### src/rtl/debug_bus_arbiter.sv
// Two-master round-robin arbiter for the debug register bus.
// Ports: m0_*/m1_* master request/response, s_* single-beat slave side.
module debug_bus_arbiter #(
  parameter int ADDR_W   = 16,
  parameter int DATA_W   = 8,
  parameter int TIMEOUT  = 255,
  parameter int LOCK_MAX = 16
) (
  input  logic              clk,
  input  logic              rst_n,
  input  logic              m0_valid,
  input  logic              m0_write,
  input  logic [ADDR_W-1:0] m0_addr,
  input  logic [DATA_W-1:0] m0_wdata,
  input  logic              m0_lock,
  output logic              m0_ready,
  output logic              m0_rvalid,
  output logic [DATA_W-1:0] m0_rdata,
  output logic              m0_err,
  input  logic              m1_valid,
  input  logic              m1_write,
  input  logic [ADDR_W-1:0] m1_addr,
  input  logic [DATA_W-1:0] m1_wdata,
  input  logic              m1_lock,
  output logic              m1_ready,
  output logic              m1_rvalid,
  output logic [DATA_W-1:0] m1_rdata,
  output logic              m1_err,
  output logic              s_strobe,
  output logic              s_write,
  output logic [ADDR_W-1:0] s_addr,
  output logic [DATA_W-1:0] s_wdata,
  input  logic              s_ack,
  input  logic [DATA_W-1:0] s_rdata
);

  localparam int TW = $clog2(TIMEOUT + 1);
  localparam int LW = $clog2(LOCK_MAX + 1);

  localparam logic [1:0] IDLE     = 2'd0;
  localparam logic [1:0] ISSUE    = 2'd1;
  localparam logic [1:0] WAIT_ACK = 2'd2;
  localparam logic [1:0] RESP     = 2'd3;

  logic [1:0]        state;
  logic              gnt;
  logic              last_lock;
  logic [LW-1:0]     lock_cnt;
  logic [TW-1:0]     to_cnt;
  logic [DATA_W-1:0] rdata_q;
  logic              err_q;

  logic              keep;
  logic              win;
  logic              win_lock;
  logic [LW-1:0]     cnt_nxt;

  // gnt doubles as last_grant once the transaction is done.
  always_comb begin
    keep = m0_valid & m1_valid & last_lock
         & (lock_cnt < LW'(LOCK_MAX));
    win  = 1'b0;
    unique case (1'b1)
      (m1_valid & ~m0_valid): win = 1'b1;
      (m0_valid & ~m1_valid): win = 1'b0;
      keep:                   win = gnt;
      default:                win = ~gnt;
    endcase
    win_lock = win ? m1_lock : m0_lock;
    cnt_nxt  = lock_cnt;
    if ((win != gnt) || !win_lock)
      cnt_nxt = '0;
    else if (keep)
      cnt_nxt = lock_cnt + LW'(1);
  end

  always_ff @(posedge clk) begin
    if (!rst_n) begin
      state     <= IDLE;
      gnt       <= 1'b1;
      last_lock <= 1'b0;
      lock_cnt  <= '0;
      to_cnt    <= '0;
      rdata_q   <= '0;
      err_q     <= 1'b0;
      s_write   <= 1'b0;
      s_addr    <= '0;
      s_wdata   <= '0;
    end else begin
      unique case (state)
        IDLE: begin
          if (m0_valid | m1_valid) begin
            state     <= ISSUE;
            gnt       <= win;
            last_lock <= win_lock;
            lock_cnt  <= cnt_nxt;
            s_write   <= win ? m1_write : m0_write;
            s_addr    <= win ? m1_addr  : m0_addr;
            s_wdata   <= win ? m1_wdata : m0_wdata;
          end
        end
        ISSUE: begin
          state  <= WAIT_ACK;
          to_cnt <= '0;
        end
        WAIT_ACK: begin
          // ack wins over a same-cycle timeout
          if (s_ack) begin
            rdata_q <= s_write ? '0 : s_rdata;
            err_q   <= 1'b0;
            state   <= RESP;
          end else if (to_cnt == TW'(TIMEOUT - 1)) begin
            rdata_q <= '0;
            err_q   <= 1'b1;
            state   <= RESP;
          end else begin
            to_cnt <= to_cnt + TW'(1);
          end
        end
        default: state <= IDLE;
      endcase
    end
  end

  logic resp;

  always_comb begin
    s_strobe  = (state == ISSUE);
    resp      = (state == RESP);
    m0_ready  = s_strobe & ~gnt;
    m1_ready  = s_strobe & gnt;
    m0_rvalid = resp & ~gnt;
    m1_rvalid = resp & gnt;
    m0_rdata  = m0_rvalid ? rdata_q : '0;
    m1_rdata  = m1_rvalid ? rdata_q : '0;
    m0_err    = m0_rvalid & err_q;
    m1_err    = m1_rvalid & err_q;
  end

endmodule

### config.mk
export PLATFORM = sky130hd
export DESIGN_NAME = debug_bus_arbiter
export DESIGN_NICKNAME = d
export VERILOG_FILES = /design/src/rtl/debug_bus_arbiter.sv
export SDC_FILE = /design/constraint.sdc
export NUM_CORES = 1
export LEC_CHECK = 0
export ABC_AREA = 1
export BUFFER_PORTS_ARGS = -buffer_cell sky130_fd_sc_hd__buf_4
export CORE_AREA = 4 4 60 102
export CTS_CLUSTER_SIZE = 30
export DETAILED_ROUTE_END_ITERATION = 10
export DIE_AREA = 0 0 64 106
export PLACE_DENSITY_LB_ADDON = 0.15
export SLEW_MARGIN = 30
export SYNTH_ARGS = -nofsm -noshare
export SYNTH_HDL_FRONTEND = slang
export SYNTH_SLANG_ARGS = --single-unit
### constraint.sdc
create_clock -name clk -period 2.3 [get_ports clk]
set_input_delay 0.23 -clock clk [delete_from_list [all_inputs] [get_ports clk]]
set_output_delay 0.23 -clock clk [all_outputs]
set_load 0.01 [all_outputs]
==> results of run 1 <==
cell type report:
type | count | share of cell area, %
Tap cell | 74 | 2.58
Sequential cell | 51 | 28.4
Multi-Input combinational cell | 277 | 37.4
Clock buffer | 6 | 2.02
Clock inverter | 1 | 0.836
Timing Repair Buffer | 113 | 23.6
Inverter | 49 | 5.19
report_power, final:
| group | switching (mW) | internal [mW] |
|---|---|---|
| logic | 0.971 | 0.643 |
| registers | 0.121 | 1.08 |
| clock network | 0.280 | 0.319 |
| total | 1.37 | 2.04 |
synthesized netlist by cell type, drive strengths merged (5+ instances only):
library cell | instances | area, µm²
a21oi | 40 | 200
buf | 5 | 36.3
clkbuf | 10 | 37.5
dfxtp | 51 | 1020
ha | 7 | 87.6
inv | 49 | 186
nand2 | 62 | 240
nand3 | 12 | 77.6
nand4 | 7 | 43.8
nor2 | 94 | 368
o21ai | 31 | 155
o22ai | 8 | 50.1
how the worst max path moves through the flow:
stage,from,endpoint,slack [ns]
2_1_floorplan,state[0]$_SDFFE_PN0P_,to_cnt[4]$_SDFFE_PN0P_,0.77
3_3_place_gp,last_lock$_SDFFE_PN0P_,s_wdata[4]$_SDFFE_PN0P_,0.48
3_5_place_dp,last_lock$_SDFFE_PN0P_,s_wdata[4]$_SDFFE_PN0P_,0.40
4_1_cts,state[0]$_SDFFE_PN0P_,s_wdata[4]$_SDFFE_PN0P_,0.40
5_1_grt,lock_cnt[4]$_SDFFE_PN0P_,s_addr[2]$_SDFFE_PN0P_,0.19
6_report,last_lock$_SDFFE_PN0P_,s_wdata[4]$_SDFFE_PN0P_,0.42
flip-flops by register name, indices dropped and copies added (netlist names):
register   count
rdata_q        8
s_write        1
state          2
lock_cnt       5
s_wdata        8
err_q          1
s_addr        16
gnt            1
to_cnt         8
last_lock      1
worst min-delay path: stages:
cell and delay, ns:
buf_4 0.08, o21ai_1 0.06, a21oi_1 0.10
cell families (layout without fill, tap and decap cells):
group / after synthesis / after routing / share of synthesized area, %
and+or+nand+nor: 180 / 180 / 29.0
AOI/OAI and AO/OA: 84 / 84 / 16.8
buffers and inverters: 64 / 169 / 9.92
DFF: 51 / 51 / 38.9
adders and majority gates: 7 / 7 / 3.34
xor gates and xnor gates: 6 / 6 / 2.00
per-layer routing:
metal	part of all wire [%]	global-route usage (%)
met3	7.4	4.55
met1	38	22.5
met4	1.4	7.26
met2	54	37.9
met5	0	0
==> results.toml, run 1 <==
[grt]
grt_max_degree = 53
antenna_found_initial = 0
grt_pass1_vias = 2724
grt_use_total_pct = 20.6
grt-ovfl-total = 0
grt_pass1_wl_um = 11500

[synth]
synth-main-ff-cell = "dfxtp_1"
synth_area_um2 = 2620
async_flop_share_pct = 0
syn_area_per_cell_um2 = 6.69
synth_cells = 392
ys.warnings.count = 0
ys_types = 31
ys_seq_area_share_pct = 38.9
synth.net_count = 464
ys_ff_latch = 51
synth_edf_count = 0

[routing]
drt_wl_total_um = 6730
avgViaCountPerCell = 4.90
num_vias = 2796
drtAntennaViolNets = 0
avgRoutedWirePerCell_um = 11.8
drtPass1Iterations = 4
drt_first_iter_violations = 94
drc = 0

[cells_and_area]
final_layout_size_suffix_gt1_share_pct = 26.8
fin_area_um2 = 3590
area_growth_pct = 37.0
layout_commonest_cell = "buf_4"
layout_common_cells = "113 x buf_4, 90 x nor2_1, 59 x nand2_1"
insertedDiodeCount = 0
instances_no_fill = 571
multi_input_area_um2 = 1340
post-route-util_pct = 67.8
seqCellArea_um2 = 1020
fillCellCount = 529
final_nets = 569

[sta]
worst_slack_ns = 0.423
setup_tns_ns = 0
rsz0062_at_grt = "no"
tightest_slew_ns = 0.764
maxSlewHeadroom_pct = 49.0
report.final.slew_viol_count = 0
skew_ns = 0.00367
hold_viol = 0
fin_crit_sh_pct = 81.6
setup_viol = 0
min_period_ns = 1.88
holdWs_ns = 0.205
clock.fmax_mhz = 533

[pwr]
ir_drop_mv = 0.569
power.density_nw_per_um2 = 949
leakage_nw = 1.68
finalPower_mw = 3.41

[worst_hold_path]
holdPathEnd = "s_addr[4]$_SDFFE_PN0P_"
hold_path_depth = 3
holdCritPathClass = "in2reg"
min_from = "m0_addr[4]"

[placement]
dp_slack_ns = 0.404
port-buffer-count = 112
routabilityCongestion = 0.867
placed_cells = 564
post-dp-hpwl_um = 5110
place_area_um2 = 3490

[clock_network]
insertion_delay_ns = 0.30
numCtsBuffers = 5
cts_buffer_depth = 2
cts_resized = 0
cts.htree.levels = 2
tritoncts = "yes"
clock-sinks = 51
cts_root_buf = "clkbuf_8"
ctsHoldBuffers = 0
cts_setup_buffers = 0
clk_pin_slew_worst_paths_ns = 0.09

[worst_setup_path]
r2r_start = "last_lock$_SDFFE_PN0P_"
crit_cells = 10
required_ns = 2.53
crit_buf_inv = 2
critPathLaunchType = "register"
cpMaxStageDelayCell = "dfxtp_1"
cp_cell_sequence = "inv_1 -> nor2_2 -> nand2_2 -> nand2_2 -> nand3_4 -> inv_4 -> nor2_1 -> nor2_1 -> o21ai_0 -> a21oi_1"
r2r_slack_ns = 0.42
crit_type = "reg2reg"
cp-end-kind = "register"
r2r_cells = 10
crit_family = "simple AND/OR/NAND/NOR gates"
slowest_delay_ns = 0.34
path_max_fanout = 27
timing.rr.end = "s_wdata[4]$_SDFFE_PN0P_"
worstPathArrival_ns = 2.11

[outcome]
status = "completed"

[job]
maxCapViolations = 0

[floorplan]
dieArea_um2 = 6780
io_pins = 113
std_cell_rows = 35
core_area_um2 = 5300
initial_core_util_pct = 49.5
die_h_um = 106
die_w_um = 64
Power figures use the tool's default switching activity.
==> inputs of run 2 (changes only) <==
--- a/config.mk
+++ b/config.mk
@@ -5,12 +5,12 @@
 export SDC_FILE = /design/constraint.sdc
 export NUM_CORES = 1
 export LEC_CHECK = 0
-export ABC_AREA = 1
+export ABC_AREA = 0
 export BUFFER_PORTS_ARGS = -buffer_cell sky130_fd_sc_hd__buf_4
-export CORE_AREA = 4 4 60 102
+export CORE_AREA = 4 4 62 106
 export CTS_CLUSTER_SIZE = 30
 export DETAILED_ROUTE_END_ITERATION = 10
-export DIE_AREA = 0 0 64 106
+export DIE_AREA = 0 0 66 110
 export PLACE_DENSITY_LB_ADDON = 0.15
 export SLEW_MARGIN = 30
 export SYNTH_ARGS = -nofsm -noshare
==> constraint.sdc (replaced) <==
create_clock -name clk -period 1.92 [get_ports clk]
set_input_delay 0.192 -clock clk [delete_from_list [all_inputs] [get_ports clk]]
set_output_delay 0.192 -clock clk [all_outputs]
set_load 0.01 [all_outputs]
==> run 2 against run 1 <==
  * Combinational power grew 24%
  * Largest power group unchanged
  * Flip-flop and latch count unchanged
  * Core utilization shrank 3.0 points
  * Global-route usage decreased by 1.9 points
  * Highest routed layer unchanged
  * Critical path type is now reg2out
==> results.toml, run 2 <==
[outcome]
status = "completed"

[pwr]
finalPower_mw = 4.18
leakage_nw = 1.94
power.density_nw_per_um2 = 1150
ir_drop_mv = 0.776

[grt]
grt_pass1_wl_um = 10600
top_usage_layer = "met2"
grt-ovfl-total = 0
antenna_found_initial = 0
grt_use_total_pct = 18.7
met1_usage_pct = 19.8
grt_use_met2_pct = 33.2
grt_util_met3_pct = 5.88
grt_max_degree = 40
grt_pass1_vias = 2371

[synth]
ys_seq_area_share_pct = 39.2
synth_top_area_share_pct = 39.2
synth_edf_count = 0
synthTopCellsByArea = "dfxtp_1 39%, mux2i_1 11%, o211a_1 10%"
synth-main-ff-cell = "dfxtp_1"
yosysMostFrequentCell = "dfxtp_1"
ys_types = 39
synth_common_cells = "51 x dfxtp_1, 36 x nand2_1, 28 x mux2i_1"
synth.net_count = 355
async_flop_share_pct = 0
ys.warnings.count = 0
syn_area_per_cell_um2 = 9.20
yosysTopAreaCell = "dfxtp_1"
synth_cells = 283
ys_ff_latch = 51
synth_area_um2 = 2600

[worst_setup_path]
cp-end-kind = "output pin"
required_ns = 1.73
crit_type = "reg2out"
worstPathArrival_ns = 1.55
path_max_fanout = 12
critPathLaunchType = "register"

[cells_and_area]
insertedDiodeCount = 0
area_growth_pct = 40.1
final_nets = 464
post-route-util_pct = 64.8
largest_reg_flops = 16
final_layout_size_suffix_gt1_share_pct = 34.6
layout_commonest_cell = "buf_4"
largest_register = "s_addr"
layout_common_cells = "121 x buf_4, 51 x dfxtp_1, 36 x nand2_1"
instances_no_fill = 469
fin_area_um2 = 3650

[sta]
min_period_ns = 1.74
clock.fmax_mhz = 574
rsz0062_at_grt = "no"
fin_crit_sh_pct = 90.7
setup_viol = 0
setup_tns_ns = 0
skew_ns = 0.00668
hold_viol = 0
report.final.slew_viol_count = 0
tightest_slew_ns = 0.460
maxSlewHeadroom_pct = 69.0

[floorplan]
io_pins = 113
std_cell_rows = 36
dieArea_um2 = 7260
die_h_um = 110
core_area_um2 = 5630
initial_core_util_pct = 46.2
die_w_um = 66

[placement]
place_area_um2 = 3540
port-buffer-count = 112
placed_cells = 461
post-dp-hpwl_um = 5120
routabilityCongestion = 0.783

[clock_network]
insertion_delay_ns = 0.31
tritoncts = "yes"
clk_pin_slew_worst_paths_ns = 0.09
ctsHoldBuffers = 0
cts_setup_buffers = 0
cts_resized = 0
cts.htree.levels = 2
cts_root_buf = "clkbuf_8"
numCtsBuffers = 5
cts_buffer_depth = 2
clock-sinks = 51

[routing]
drt_wl_total_um = 6520
drt_first_iter_violations = 100
drc = 0
drtAntennaViolNets = 0
avgViaCountPerCell = 5.16
drtPass1Iterations = 4
avgRoutedWirePerCell_um = 13.9
num_vias = 2419

[job]
maxCapViolations = 0

[worst_hold_path]
holdCritPathClass = "in2reg"
[run 2: routing by layer]
| metal | vias up | part of all wire, % | wire length [µm] |
|---|---|---|---|
| li1 | 1227 | - | - |
| met1 | 1096 | 36 | 2350 |
| met2 | 84 | 53 | 3460 |
| met3 | 12 | 8.5 | 553 |
| met4 | 0 | 2.5 | 161 |
| met5 | - | 0 | 0 |
[run 2: worst max-delay path, cell delays in order (launching register included)]
cell and delay, ns:
dfxtp_1 0.40, ha_2 0.31, and2b_2 0.26, and2_1 0.15, buf_4 0.12
[run 2: power breakdown]
group / internal (mW) / total, mW / leakage (nW) / switching [mW]
clock: 0.329 / 0.672 / 0.0515 / 0.343
combinational: 0.973 / 2.00 / 1.47 / 1.03
sequential: 1.34 / 1.51 / 0.419 / 0.171
total: 2.64 / 4.18 / 1.94 / 1.54
[run 2: cell families (layout without fill, tap and decap cells)]
family	after synthesis	after routing	synth area share [%]
XOR/XNOR	7	7	2.35
adder cells (fa/ha/maj)	7	7	3.36
flip-flops	51	51	39.2
buffers and inverters	25	135	4.32
AO/OA/AOI/OAI	61	61	19.7
AND/OR/NAND/NOR	104	104	20.3
multiplexers	28	28	10.8
[run 2: final cells by class]
type,count,area [µm²]
multi-input combinational,207,1480
clock buffer,8,100
inverter,5,18.8
sequential,51,1020
fill,513,1980
timing repair buffer,122,928
tap,76,95.1
[run 2: final timing paths]
kind	from	to	slack (ns)	depth (start not counted)
worst min-delay path	s_rdata[2]	rdata_q[2]$_SDFFE_PN0P_	0.16	3
worst min register to register	lock_cnt[3]$_SDFFE_PN0P_	lock_cnt[3]$_SDFFE_PN0P_	0.49	2
worst max-delay path	state[0]$_SDFFE_PN0P_	m0_rdata[5]	0.18	4
worst max register to register	to_cnt[0]$_SDFFE_PN0P_	to_cnt[0]$_SDFFE_PN0P_	0.22	6
[run 2: per-stage QoR]
stage | setup slack, ns | hold slack, ns
final | 0.179 | 0.157
after global placement | 0.220 | 0.467
after floorplan | 0.340 | 0.374
after CTS | 0.00157 | 0.144
after detailed placement | 0.118 | 0.473
after global routing | 0.0286 | 0.150
==> inputs of run 3 (changes only) <==
--- a/config.mk
+++ b/config.mk
@@ -12,6 +12,8 @@
 export DETAILED_ROUTE_END_ITERATION = 10
 export DIE_AREA = 0 0 66 110
 export PLACE_DENSITY_LB_ADDON = 0.15
+export RECOVER_POWER = 25
+export REMOVE_ABC_BUFFERS = 1
 export SLEW_MARGIN = 30
 export SYNTH_ARGS = -nofsm -noshare
 export SYNTH_HDL_FRONTEND = slang
==> run 3 against run 2 <==
  * Combinational power decreased by 7%
  * Register-to-register slack improved by 0.02 ns
  * First-iteration DRC count up 22%
  * Worst hold slack got worse by 0.0012 ns
  * Non-clock buffer count unchanged
  * Highest routed layer unchanged
==> results.toml, run 3 (synthesis gave the netlist of run 2 again) <==
[cells_and_area]
largest_register = "s_addr"
insertedDiodeCount = 0
largest_reg_flops = 16
layout_commonest_cell = "buf_4"
final_nets = 464
instances_no_fill = 469
layout_common_cells = "96 x buf_4, 50 x dfxtp_1, 36 x nand2_1"
final_layout_size_suffix_gt1_share_pct = 28.5
fin_area_um2 = 3570
area_growth_pct = 37.2

[pwr]
seqPwrFrac_pct = 37.5
p_clk_share_pct = 16.8
p_comb_share_pct = 45.7
p_switching_mw = 1.55
power.density_nw_per_um2 = 1130
power.internal_mw = 2.49
leakage_nw = 1.85
p_sw_share_pct = 38.4
ir_drop_mv = 0.664
finalPower_mw = 4.04

[routing]
avgRoutedWirePerCell_um = 14.2
dr_wl_met2_um = 3650
avgViaCountPerCell = 5.25
drt_wl_total_um = 6650
drt_first_iter_violations = 122
m1WireLength_um = 2340
num_vias = 2461
highest_layer = "met4"
drtPass1Iterations = 4
drc = 0
met3_length_um = 499
drtAntennaViolNets = 0

[clock_network]
insertion_delay_ns = 0.30
ctsHoldBuffers = 0
tritoncts = "yes"
cts_buffer_depth = 2
clk_pin_slew_worst_paths_ns = 0.09
numCtsBuffers = 5
cts_root_buf = "clkbuf_8"
cts.htree.levels = 2
clock-sinks = 51

[worst_setup_path]
r2r_start = "last_lock$_SDFFE_PN0P_"
startpoint = "gnt$_SDFFE_PN1P_"
r2r_slack_ns = 0.24
path_max_fanout = 11
cp-end-kind = "output pin"
crit_end = "m0_rdata[4]"
crit_type = "reg2out"
critPathLaunchType = "register"
r2r_cells = 6
worstPathArrival_ns = 1.52
required_ns = 1.73
timing.rr.end = "lock_cnt[1]$_SDFFE_PN0P_"

[sta]
setup_viol = 0
skew_ns = 0.00484
report.final.slew_viol_count = 0
clock.fmax_mhz = 586
holdWs_ns = 0.155
hold_viol = 0
min_period_ns = 1.71
worst_slack_ns = 0.213
tightest_slew_ns = 0.533
fin_crit_sh_pct = 88.9
rsz0062_at_grt = "no"
maxSlewHeadroom_pct = 64.3

[floorplan]
die_h_um = 110
std_cell_rows = 36
initial_core_util_pct = 46.2
io_pins = 113
die_w_um = 66
core_area_um2 = 5630
dieArea_um2 = 7260

[grt]
grt_pass1_wl_um = 11100
grt_max_degree = 52
grt-ovfl-total = 0
grt_use_total_pct = 19.5
antenna_found_initial = 0
grt_pass1_vias = 2513

[job]
maxCapViolations = 0

[outcome]
status = "completed"

[placement]
placed_cells = 461
port-buffer-count = 112
routabilityCongestion = 0.810
post-dp-hpwl_um = 5240
place_area_um2 = 3550
dp_slack_ns = 0.158

[worst_hold_path]
holdCritPathClass = "in2reg"
-- run 3: cell types whose count changed in the layout (fill, tap and decap cells not counted), moves of 2 or more --
| cell | previous run | this run |
|---|---|---|
| buf_4 | 121 | 96 |
| clkbuf_1 | 1 | 24 |
| ha_1 | 5 | 7 |
| ha_2 | 2 | 0 |
-- run 3: worst min path at each step --
stage                     from                 endpoint  slack (ns)  cells past startpoint
floorplan                rst_n         gnt$_SDFFE_PN1P_        0.28                      1
global placement    s_rdata[0]  rdata_q[0]$_SDFFE_PN0P_        0.47                      3
detailed placement  s_rdata[5]  rdata_q[5]$_SDFFE_PN0P_        0.47                      3
CTS                 s_rdata[0]  rdata_q[0]$_SDFFE_PN0P_        0.15                      3
global route        s_rdata[0]  rdata_q[0]$_SDFFE_PN0P_        0.16                      3
finish              s_rdata[0]  rdata_q[0]$_SDFFE_PN0P_        0.16                      3
-- run 3: layout make-up --
cell class / instances / area (µm²)
Multi-Input combinational cell: 207 / 1480
Tap cell: 76 / 95.1
Clock inverter: 1 / 7.51
Inverter: 5 / 18.8
Timing Repair Buffer: 122 / 851
Fill cell: 535 / 2060
Clock buffer: 7 / 96.3
Sequential cell: 51 / 1020
-- run 3: power groups by stage --
stage / Sequential, mW / Combinational (mW) / Clock (mW)
after global placement: 1.52 / 1.99 / 0
after floorplan: 1.61 / 1.06 / 0
after CTS: 1.52 / 2.03 / 0.701
final: 1.52 / 1.85 / 0.679
after global routing: 1.55 / 2.08 / 0.744
after detailed placement: 1.54 / 2.02 / 0
-- run 3: what timing repair did --
action	in CTS	in global routing
endpoints found under the setup margin	0	13
gates resized for setup	0	4
buffers inserted	0	0
-- run 3: critical path: stages, from the launching register on --
cell	delay, ns
dfxtp_2	0.41
buf_4	0.19
and2b_1	0.28
and2_1	0.20
buf_4	0.14
-- run 3: per-layer routing --
metal,GRT usage [%],vias to the layer above
li1,-,1222
met1,19.5,1146
met2,36.1,83
met3,6.19,10
met4,8.72,0
met5,0,-
-- run 3: through the flow --
| stage | setup TNS [ns] | utilization (%) |
|---|---|---|
| after floorplan | -41.51 | - |
| after global placement | 0 | 63.1 |
| after detailed placement | 0 | 63.1 |
| after CTS | 0 | 65.0 |
| after global routing | 0 | 63.4 |
| final | 0 | 63.4 |
